### src/rtl/matrix_pkg.sv
// Shared sizing defaults, stream FSM state codes and address helpers for the matrix bank.
// The optional clear engine is enabled by defining MATRIX_CLEAR_EN.
package matrix_pkg;

   localparam int DEF_DATA_W  = 8;
   localparam int DEF_NUM_MAT = 4;
   localparam int DEF_ROWS    = 3;
   localparam int DEF_COLS    = 3;

   // Stream FSM state codes; ST_CLEAR is only reachable when MATRIX_CLEAR_EN is defined
   localparam logic [1:0] ST_IDLE  = 2'd0;
   localparam logic [1:0] ST_LOAD  = 2'd1;
   localparam logic [1:0] ST_SEND  = 2'd2;
   localparam logic [1:0] ST_CLEAR = 2'd3;

   function automatic logic in_range(input int unsigned ms, input int unsigned r,
                                     input int unsigned c, input int unsigned nm,
                                     input int unsigned nr, input int unsigned nc);
      return (ms < nm) && (r < nr) && (c < nc);
   endfunction

   function automatic int unsigned flat_index(input int unsigned ms, input int unsigned r,
                                              input int unsigned c, input int unsigned nr,
                                              input int unsigned nc);
      return (ms * nr + r) * nc + c;
   endfunction

endpackage

### src/rtl/matrix_scan_ctr.sv
// Row/column scan counter with row-major or transposed order, exposing the current
// and the following position plus last-element flags for both.
module matrix_scan_ctr
   import matrix_pkg::*;
#(
   parameter int ROWS = DEF_ROWS,
   parameter int COLS = DEF_COLS,
   localparam int R_W = (ROWS > 1) ? $clog2(ROWS) : 1,
   localparam int C_W = (COLS > 1) ? $clog2(COLS) : 1
) (
   input  logic           clk,
   input  logic           i_reset,
   input  logic           i_clear,
   input  logic           i_advance,
   input  logic           i_transpose,
   output logic [R_W-1:0] o_row,
   output logic [C_W-1:0] o_col,
   output logic [R_W-1:0] o_next_row,
   output logic [C_W-1:0] o_next_col,
   output logic           o_last,
   output logic           o_next_last
);

   localparam logic [R_W-1:0] LP_ROW_MAX = R_W'(ROWS - 1);
   localparam logic [C_W-1:0] LP_COL_MAX = C_W'(COLS - 1);

   logic [R_W-1:0] r_row;
   logic [C_W-1:0] r_col;
   logic [R_W-1:0] w_next_row;
   logic [C_W-1:0] w_next_col;

   // Both orders finish on (ROWS-1, COLS-1), so the last flag is order independent
   always_comb begin
      w_next_row = r_row;
      w_next_col = r_col;
      if (i_transpose) begin
         if (r_row == LP_ROW_MAX) begin
            w_next_row = '0;
            w_next_col = (r_col == LP_COL_MAX) ? '0 : r_col + 1'b1;
         end else begin
            w_next_row = r_row + 1'b1;
         end
      end else begin
         if (r_col == LP_COL_MAX) begin
            w_next_col = '0;
            w_next_row = (r_row == LP_ROW_MAX) ? '0 : r_row + 1'b1;
         end else begin
            w_next_col = r_col + 1'b1;
         end
      end
   end

   always_ff @(posedge clk or posedge i_reset) begin
      if (i_reset) begin
         r_row <= '0;
         r_col <= '0;
      end else if (i_clear) begin
         r_row <= '0;
         r_col <= '0;
      end else if (i_advance) begin
         r_row <= w_next_row;
         r_col <= w_next_col;
      end
   end

   assign o_row       = r_row;
   assign o_col       = r_col;
   assign o_next_row  = w_next_row;
   assign o_next_col  = w_next_col;
   assign o_last      = (r_row == LP_ROW_MAX) && (r_col == LP_COL_MAX);
   assign o_next_last = (w_next_row == LP_ROW_MAX) && (w_next_col == LP_COL_MAX);

endmodule

### src/rtl/matrix_bank_mem.sv
// Multi-matrix register file with a registered host port and a valid/ready stream engine.
// Define MATRIX_CLEAR_EN to add the clear_start/clear_mat matrix-clear engine.
module matrix_bank_mem
   import matrix_pkg::*;
#(
   parameter int DATA_W  = DEF_DATA_W,
   parameter int NUM_MAT = DEF_NUM_MAT,
   parameter int ROWS    = DEF_ROWS,
   parameter int COLS    = DEF_COLS,
   localparam int MS_W   = (NUM_MAT > 1) ? $clog2(NUM_MAT) : 1,
   localparam int R_W    = (ROWS > 1) ? $clog2(ROWS) : 1,
   localparam int C_W    = (COLS > 1) ? $clog2(COLS) : 1
) (
   input  logic              clk,
   input  logic              reset,
   input  logic [MS_W-1:0]   matrix_select,
   input  logic [R_W-1:0]    row,
   input  logic [C_W-1:0]    col,
   input  logic              write_enable,
   input  logic [DATA_W-1:0] write_data,
   input  logic              read_enable,
   output logic [DATA_W-1:0] read_data,
   output logic              read_valid,
   output logic              addr_err,
   input  logic              stream_start,
   input  logic [MS_W-1:0]   stream_mat,
   input  logic              stream_transpose,
   output logic [DATA_W-1:0] stream_data,
   output logic              stream_valid,
   input  logic              stream_ready,
   output logic              stream_last,
   output logic              stream_busy,
`ifdef MATRIX_CLEAR_EN
   input  logic              clear_start,
   input  logic [MS_W-1:0]   clear_mat,
`endif
   output logic              stream_done
);

   localparam int DEPTH = NUM_MAT * ROWS * COLS;
   localparam int A_W   = (DEPTH > 1) ? $clog2(DEPTH) : 1;

   logic [DATA_W-1:0] r_mem [DEPTH];

   logic [1:0]        r_state;
   logic [MS_W-1:0]   r_mat;
   logic              r_transpose;
   logic [DATA_W-1:0] r_stream_data;
   logic              r_stream_valid;
   logic              r_stream_last;
   logic              r_stream_done;
   logic [DATA_W-1:0] r_read_data;
   logic              r_read_valid;
   logic              r_addr_err;
   logic              r_err_pending;

   logic              w_host_ok;
   logic              w_host_err;
   logic              w_stream_mat_ok;
   logic [A_W-1:0]    w_host_addr;
   logic [A_W-1:0]    w_cur_addr;
   logic [A_W-1:0]    w_next_addr;
   logic [R_W-1:0]    w_row;
   logic [C_W-1:0]    w_col;
   logic [R_W-1:0]    w_next_row;
   logic [C_W-1:0]    w_next_col;
   logic              w_last;
   logic              w_next_last;
   logic              w_ctr_clear;
   logic              w_ctr_adv;
`ifdef MATRIX_CLEAR_EN
   logic              w_clear_mat_ok;
`endif

   always_comb begin
      w_host_ok       = in_range(32'(matrix_select), 32'(row), 32'(col), NUM_MAT, ROWS, COLS);
      w_host_err      = (read_enable || write_enable) && !w_host_ok;
      w_stream_mat_ok = in_range(32'(stream_mat), 0, 0, NUM_MAT, ROWS, COLS);
      w_host_addr     = A_W'(flat_index(32'(matrix_select), 32'(row), 32'(col), ROWS, COLS));
      w_cur_addr      = A_W'(flat_index(32'(r_mat), 32'(w_row), 32'(w_col), ROWS, COLS));
      w_next_addr     = A_W'(flat_index(32'(r_mat), 32'(w_next_row), 32'(w_next_col), ROWS, COLS));
   end

`ifdef MATRIX_CLEAR_EN
   assign w_clear_mat_ok = in_range(32'(clear_mat), 0, 0, NUM_MAT, ROWS, COLS);
   assign w_ctr_adv = ((r_state == ST_SEND) && stream_ready && !r_stream_last) ||
                      ((r_state == ST_CLEAR) && !w_last);
`else
   assign w_ctr_adv = (r_state == ST_SEND) && stream_ready && !r_stream_last;
`endif
   // Counters sit at (0,0) whenever idle, so LOAD always starts from the first element
   assign w_ctr_clear = (r_state == ST_IDLE);

   matrix_scan_ctr #(
      .ROWS (ROWS),
      .COLS (COLS)
   ) u_scan_ctr (
      .clk         (clk),
      .i_reset     (reset),
      .i_clear     (w_ctr_clear),
      .i_advance   (w_ctr_adv),
      .i_transpose (r_transpose),
      .o_row       (w_row),
      .o_col       (w_col),
      .o_next_row  (w_next_row),
      .o_next_col  (w_next_col),
      .o_last      (w_last),
      .o_next_last (w_next_last)
   );

   // Storage and host port; NBA ordering makes same-address reads return the old value
   always_ff @(posedge clk or posedge reset) begin
      if (reset) begin
         for (int i = 0; i < DEPTH; i++) begin
            r_mem[i] <= '0;
         end
         r_read_data  <= '0;
         r_read_valid <= 1'b0;
      end else begin
         r_read_valid <= read_enable;
         if (read_enable) begin
            r_read_data <= w_host_ok ? r_mem[w_host_addr] : '0;
         end
         if (write_enable && w_host_ok) begin
            r_mem[w_host_addr] <= write_data;
         end
`ifdef MATRIX_CLEAR_EN
         // Placed after the host write so the clear wins only on the element being cleared
         if (r_state == ST_CLEAR) begin
            r_mem[w_cur_addr] <= '0;
         end
`endif
      end
   end

   always_ff @(posedge clk or posedge reset) begin
      if (reset) begin
         r_state        <= ST_IDLE;
         r_mat          <= '0;
         r_transpose    <= 1'b0;
         r_stream_data  <= '0;
         r_stream_valid <= 1'b0;
         r_stream_last  <= 1'b0;
         r_stream_done  <= 1'b0;
         r_addr_err     <= 1'b0;
         r_err_pending  <= 1'b0;
      end else begin
         r_stream_done <= 1'b0;
         r_addr_err    <= w_host_err;
         r_err_pending <= 1'b0;
         case (r_state)
            ST_IDLE: begin
               if (r_err_pending) begin
                  r_stream_done <= 1'b1;
`ifdef MATRIX_CLEAR_EN
               end else if (clear_start) begin
                  if (w_clear_mat_ok) begin
                     r_mat       <= clear_mat;
                     r_transpose <= 1'b0;
                     r_state     <= ST_CLEAR;
                  end else begin
                     r_addr_err    <= 1'b1;
                     r_err_pending <= 1'b1;
                  end
`endif
               end else if (stream_start) begin
                  if (w_stream_mat_ok) begin
                     r_mat       <= stream_mat;
                     r_transpose <= stream_transpose;
                     r_state     <= ST_LOAD;
                  end else begin
                     r_addr_err    <= 1'b1;
                     r_err_pending <= 1'b1;
                  end
               end
            end
            ST_LOAD: begin
               r_stream_data  <= r_mem[w_cur_addr];
               r_stream_valid <= 1'b1;
               r_stream_last  <= w_last;
               r_state        <= ST_SEND;
            end
            ST_SEND: begin
               if (stream_ready) begin
                  if (r_stream_last) begin
                     r_stream_valid <= 1'b0;
                     r_stream_last  <= 1'b0;
                     r_stream_done  <= 1'b1;
                     r_state        <= ST_IDLE;
                  end else begin
                     r_stream_data <= r_mem[w_next_addr];
                     r_stream_last <= w_next_last;
                  end
               end
            end
`ifdef MATRIX_CLEAR_EN
            ST_CLEAR: begin
               if (w_last) begin
                  r_stream_done <= 1'b1;
                  r_state       <= ST_IDLE;
               end
            end
`endif
            default: r_state <= ST_IDLE;
         endcase
      end
   end

   assign read_data    = r_read_data;
   assign read_valid   = r_read_valid;
   assign addr_err     = r_addr_err;
   assign stream_data  = r_stream_data;
   assign stream_valid = r_stream_valid;
   assign stream_last  = r_stream_last;
   assign stream_done  = r_stream_done;
   assign stream_busy  = (r_state != ST_IDLE);

endmodule

### config.mk
export PLATFORM = sky130hd
export DESIGN_NAME = matrix_bank_mem
export DESIGN_NICKNAME = d
export VERILOG_FILES = /design/src/rtl/matrix_pkg.sv /design/src/rtl/matrix_scan_ctr.sv /design/src/rtl/matrix_bank_mem.sv
export SDC_FILE = /design/constraint.sdc
export NUM_CORES = 1
export LEC_CHECK = 0
export CAP_MARGIN = 20
export CORE_MARGIN = 2
export CORE_UTILIZATION = 45
export DETAILED_ROUTE_END_ITERATION = 16
export PLACE_DENSITY_LB_ADDON = 0.05
export SYNTH_ARGS = -nofsm -noshare
export SYNTH_HDL_FRONTEND = slang
export SYNTH_HIERARCHICAL = 1
export SYNTH_SLANG_ARGS = --single-unit
### constraint.sdc
create_clock -name clk -period 29.8 [get_ports clk]
set_clock_uncertainty 0.2 [all_clocks]
set_input_delay 8.94 -clock clk [delete_from_list [all_inputs] [get_ports clk]]
set_output_delay 8.94 -clock clk [all_outputs]
set_load 0.02 [all_outputs]
==> results of run 1 <==
[routing by layer]
metal / vias to the layer above / part of all wire / track usage
met4: 0 / 0.042 / 0.1233
met5: - / 0 / 0
met1: 7952 / 0.42 / 0.4418
li1: 6042 / - / -
met3: 158 / 0.087 / 0.07015
met2: 749 / 0.45 / 0.4751
[area by class of cell]
cell class | instances | area (um^2) | area share
multi-input cells | 1098 | 11980 | 0.5251
flip-flops and latches | 318 | 7958 | 0.3487
clock buffers | 52 | 1116 | 0.04891
well taps | 600 | 750.7 | 0.03290
repair buffers | 71 | 615.6 | 0.02698
clock inverters | 19 | 246.5 | 0.01080
inverters | 37 | 146.4 | 0.006416
diodes | 1 | 2.502 | 0.0001097
[sequential cells by signal, summed over array words and instances (netlist names)]
name / count
stream_valid: 1
r_mem: 288
read_data: 8
r_transpose: 1
read_valid: 1
u_scan_ctr/o_col: 2
addr_err: 1
r_state: 2
stream_data: 8
u_scan_ctr/o_row: 2
r_mat: 2
stream_last: 1
stream_done: 1
[worst paths after layout]
check / start / slack (ns) / end
setup / recovery: matrix_select[1] / 15.44 / read_data[4]
hold / removal: r_mem[10] / 0.34 / r_mem[10]
setup reg to reg: u_scan_ctr/o_col[1] / 23.90 / stream_data[5]
hold reg to reg: r_mem[10] / 0.34 / r_mem[10]
max in group asynchronous: reset / 19.13 / r_mem[247]
min in group asynchronous: reset / 8.54 / u_scan_ctr/o_col[1]
[cells by family (layout without fill, tap and decap cells)]
logic type / count (synthesis) / after routing / synth area share
AO/OA/AOI/OAI: 192 / 192 / 0.06255
multiplexers: 558 / 558 / 0.4045
buffers and inverters: 151 / 179 / 0.03505
XOR/XNOR: 19 / 19 / 0.009937
flip-flops: 318 / 318 / 0.3877
AND/OR/NAND/NOR: 288 / 288 / 0.07157
adder cells (fa/ha/maj): 41 / 41 / 0.02865
other: 0 / 1 / 0
[per-stage QoR]
stage	hold WS [ns]	instances
after detailed placement	0.3361	2124
after global routing	0.3616	2195
after floorplan	0.2869	1567
final	0.3446	2196
after global placement	0.3069	2123
after CTS	0.3500	2195
[cells in the final DEF, fill, tap and decap left out, types with 5 or more instances in the layout]
cell and n:
bufinv_16 5, nand2_1 131, a21o_1 11, nor3_1 8, buf_4 26, clkinv_2 8, nor2_2 5, mux2_2 314
clkbuf_16 40, inv_1 36, a21oi_1 60, o2bb2ai_1 5, xnor2_1 8, o22ai_1 35, nand3_1 9, and3_1 6
dfrtp_1 318, nand2b_1 12, ha_4 6, clkbuf_8 7, clkbuf_1 5, fa_1 9, ha_1 25, nor2_1 42
o21ai_0 22, mux4_2 180, o221ai_1 9, a211oi_1 7, nand4_1 24, nor2_4 8, and2_1 7, a22oi_1 5
nor2b_1 10, mux2i_1 57, clkdlybuf4s50_1 39, buf_2 6
[critical path: cells and delay by family]
kind / cells / cell delay [ns]
buf+inv: 4 / 1.42
compound gates: 4 / 1.14
fa+ha+maj: 5 / 2.30
simple gates: 2 / 0.88
==> results.json, run 1 <==
{
  "min_path_type": "reg2reg",
  "dpl.hpwl_um": 49290,
  "clk_latency_ns": 0.58,
  "netlist_top_cells_count": "318 x dfrtp_1, 314 x mux2_2, 180 x mux4_2, 131 x nand2_1, 60 x a21oi_1",
  "fillers": 3939,
  "critPathCaptureType": "register",
  "outcome": "finished clean",
  "num_vias": 14900,
  "initial_core_util": 0.4542,
  "max_freq_mhz": 69.65,
  "dpl-instance-area_mm2": 0.02145,
  "cap_violations": 0,
  "yosys_warnings": 6,
  "antenna_left": 0,
  "drtIter0Drc": 1877,
  "synth-edff-count": 0,
  "drv_slew": 0,
  "core_area_mm2": 0.04519,
  "hold_depth": 1,
  "gp_congestion": 0.9405,
  "worst-slew-pin-transition_ns": 1.134,
  "nets": 1629,
  "finalInstanceArea_mm2": 0.02282,
  "synth_top_area_share": 0.3877,
  "reg2regPathDepth": 17,
  "cts_tree": "yes",
  "post-route-util": 0.5050,
  "synth_cells": 1567,
  "first_pass_iters": 5,
  "dieArea_mm2": 0.04733,
  "cts-root-buf": "clkbuf_16",
  "grt_pass1_vias": 14820,
  "overflow": 0,
  "worstPathMaxFanout": 51,
  "drive_above_1_share": 0.4013,
  "cts_made_buffers": 39,
  "antenna_found_initial": 0,
  "io_buffer_count": 44,
  "ys_ff_latch": 318,
  "fin_tns_setup_ns": 0,
  "rsz0062_at_grt": "false",
  "ioPinCount": 45,
  "period_minus_slack_ns": 14.36,
  "worstPathCellList": "clkdlybuf4s50_1, fa_1, ha_1, inv_1, fa_1, inv_1, ha_4, fa_2, buf_4, nand2b_1, o221ai_1, a222oi_1, nor2_1, a2111oi_2, a32o_1",
  "num_rows": 78,
  "via_per_inst": 6.786,
  "wl_per_cell_um": 33.24,
  "yosys.area.top_type": "dfrtp_1",
  "synth.most_common_cell": "dfrtp_1",
  "cts_setup_buffers": 0,
  "critPathKind": "in2reg",
  "synth.distinct_cells": 75,
  "grt_max_degree": 114,
  "area_growth_pct": 11.17,
  "fp.dieW_um": 217.6,
  "syn_nets": 1631,
  "path_clk_slew_ns": 0.07,
  "htree_levels": 2,
  "crit_required_ns": 30.12,
  "hold_buffers": 0,
  "grt_pass1_wl_um": 107300,
  "grt_use_total": 0.3142,
  "synth.cell_area_mm2": 0.02052,
  "drc": 0,
  "worst_slack_ns": 15.44,
  "die_h_um": 217.6,
  "syn_avg_cell_area_um2": 13.10,
  "drt_wl_total_um": 73010,
  "setup_viol": 0,
  "post_cts_resized": 0,
  "critPathSlowestCell": "fa_2",
  "post-place-ws_ns": 14.89,
  "cpPeakStageDelay_ns": 0.87,
  "synth_flop_cell": "dfrtp_1",
  "clock_sinks": 318,
  "cp_data_arrival_time_ns": 14.68,
  "fin_crit_sh": 0.4818,
  "hold_viol_final": 0,
  "synthTopCellsByArea": "dfrtp_1 39%, mux4_2 20%, mux2_2 17%",
  "clock_path_buffers": 3,
  "ys_seq_area_frac": 0.3877,
  "slew_headroom": 0.2427,
  "startpoint_type": "primary input",
  "synth-async-reset-ratio": 1.000
}
Power of run 1 is not shown: default switching activity piles up to over one toggle a cycle in this logic, so the estimate is an artifact.
==> run 2, diff against run 1 <==
clock period = 12.25 ns   (was 29.8 ns; I/O delays follow)
==> run 2 against run 1 <==
  * Cell area fell by 0.15%
  * Core utilization decreased by 0.077 points
  * Via count fell by 1.0%
  * Hold slack worse by 0.016 ns
  * Global-route usage down 0.13 points
  * Routed wire length down 0.99%
  * Register-to-register slack got worse by 17 ns
  * Cell count about the same
  * First-iteration DRC count is 18% lower
  * Die area did not move
  * Sequential share of layout area is 0.054 points higher
==> results.json, run 2 (synthesis gave the netlist of run 1 again) <==
{
  "regMostFlops": "r_mem",
  "critPathSlowestCell": "fa_4",
  "nets": 1630,
  "cp_top_family": "adder cells",
  "dpl.hpwl_um": 48910,
  "hold_buffers": 0,
  "hold_viol_final": 0,
  "largest_reg_flops": 288,
  "post-place-ws_ns": 2.971,
  "cts_made_buffers": 39,
  "startpoint_type": "primary input",
  "final_common_cell": "dfrtp_1",
  "slew_headroom": 0.2012,
  "ioPinCount": 45,
  "grt_pass1_wl_um": 106300,
  "cpPeakStageDelay_ns": 1.19,
  "drc": 0,
  "fin_tns_setup_ns": 0,
  "max_freq_mhz": 114.0,
  "fp.dieW_um": 217.6,
  "period_minus_slack_ns": 8.775,
  "rsz0062_at_grt": "false",
  "io_buffer_count": 44,
  "drive_above_1_share": 0.3977,
  "min_path_type": "reg2reg",
  "clock_sinks": 318,
  "antenna_found_initial": 1,
  "worstPathCellList": "clkdlybuf4s50_1, fa_1, ha_1, inv_1, fa_1, inv_1, ha_4, fa_4, nand2b_1, nor2_1, nand2_1, mux2_2",
  "mostFrequentLayoutCells": "318 x dfrtp_1, 314 x mux2_2, 180 x mux4_2",
  "drt_wl_total_um": 72280,
  "overflow": 0,
  "setup_viol": 0,
  "wl_per_cell_um": 32.93,
  "cp_data_arrival_time_ns": 9.02,
  "dieArea_mm2": 0.04733,
  "gp_congestion": 0.9513,
  "grt_pass1_vias": 14540,
  "via_per_inst": 6.720,
  "critPathBufInv": 3,
  "die_h_um": 217.6,
  "htree_levels": 2,
  "core_area_mm2": 0.04519,
  "worst_slack_ns": 3.475,
  "cap_violations": 0,
  "reg2reg_slack_ns": 6.46,
  "critPathCaptureType": "register",
  "cts-root-buf": "clkbuf_16",
  "cts_setup_buffers": 0,
  "crit_required_ns": 12.50,
  "clock_path_buffers": 3,
  "worstPathMaxFanout": 36,
  "dpl-instance-area_mm2": 0.02148,
  "drv_slew": 0,
  "antenna_left": 0,
  "drtIter0Drc": 1541,
  "first_pass_iters": 6,
  "fillers": 3952,
  "critPathKind": "in2reg",
  "worst-slew-pin-transition_ns": 1.198,
  "fin_crit_sh": 0.7164,
  "num_rows": 78,
  "num_vias": 14750,
  "grt_use_total": 0.3130,
  "post_cts_resized": 0,
  "outcome": "finished clean",
  "clk_latency_ns": 0.60,
  "finalInstanceArea_mm2": 0.02278,
  "grt_max_degree": 177,
  "cts_tree": "yes",
  "initial_core_util": 0.4542,
  "path_clk_slew_ns": 0.06,
  "area_growth_pct": 11.00
}
## run 2: final timing paths
kind,startpoint,end,cells past startpoint
worst max-delay path,matrix_select[1],r_mem[135],12
worst min-delay path,read_data[2],read_data[2],2
worst max register to register,u_scan_ctr/o_col[0],stream_data[1],15
worst min register to register,read_data[2],read_data[2],2
max in group asynchronous,reset,r_mem[24],4
min in group asynchronous,reset,r_transpose,2
## run 2: worst min-delay path: cells and delay by family (launching register included)
| kind | cells | cell delay, ns |
|---|---|---|
| DFF | 1 | 0.37 |
| and+or+nand+nor | 1 | 0.06 |
| AOI/OAI and AO/OA | 1 | 0.06 |
## run 2: layer usage
| metal | wire [um] | track usage | share of wire | up-vias |
|---|---|---|---|---|
| li1 | - | - | - | 6037 |
| met1 | 30640 | 0.4500 | 0.42 | 7826 |
| met2 | 32690 | 0.4718 | 0.45 | 746 |
| met3 | 6086 | 0.05914 | 0.084 | 142 |
| met4 | 2868 | 0.1185 | 0.040 | 0 |
| met5 | 0 | 0 | 0 | - |
## run 2: metrics by stage
step	utilization	hold slack, ns	instances
floorplan	-	0.2869	1567
global placement	0.4754	0.3165	2125
detailed placement	0.4754	0.3068	2125
CTS	0.5042	0.3346	2194
global route	0.5042	0.3637	2194
finish	0.5042	0.3282	2195
## run 2: layout make-up
| cell class | instances | area, um^2 | share of cell area |
|---|---|---|---|
| Multi-Input combinational cell | 1098 | 11990 | 0.5261 |
| Tap cell | 600 | 750.7 | 0.03295 |
| Clock buffer | 56 | 1120 | 0.04915 |
| Inverter | 37 | 142.6 | 0.006261 |
| Antenna cell | 1 | 2.502 | 0.0001098 |
| Sequential cell | 318 | 7958 | 0.3493 |
| Clock inverter | 13 | 180.2 | 0.007908 |
| Timing Repair Buffer | 72 | 643.1 | 0.02823 |
Power of run 2 is left out for the same reason.
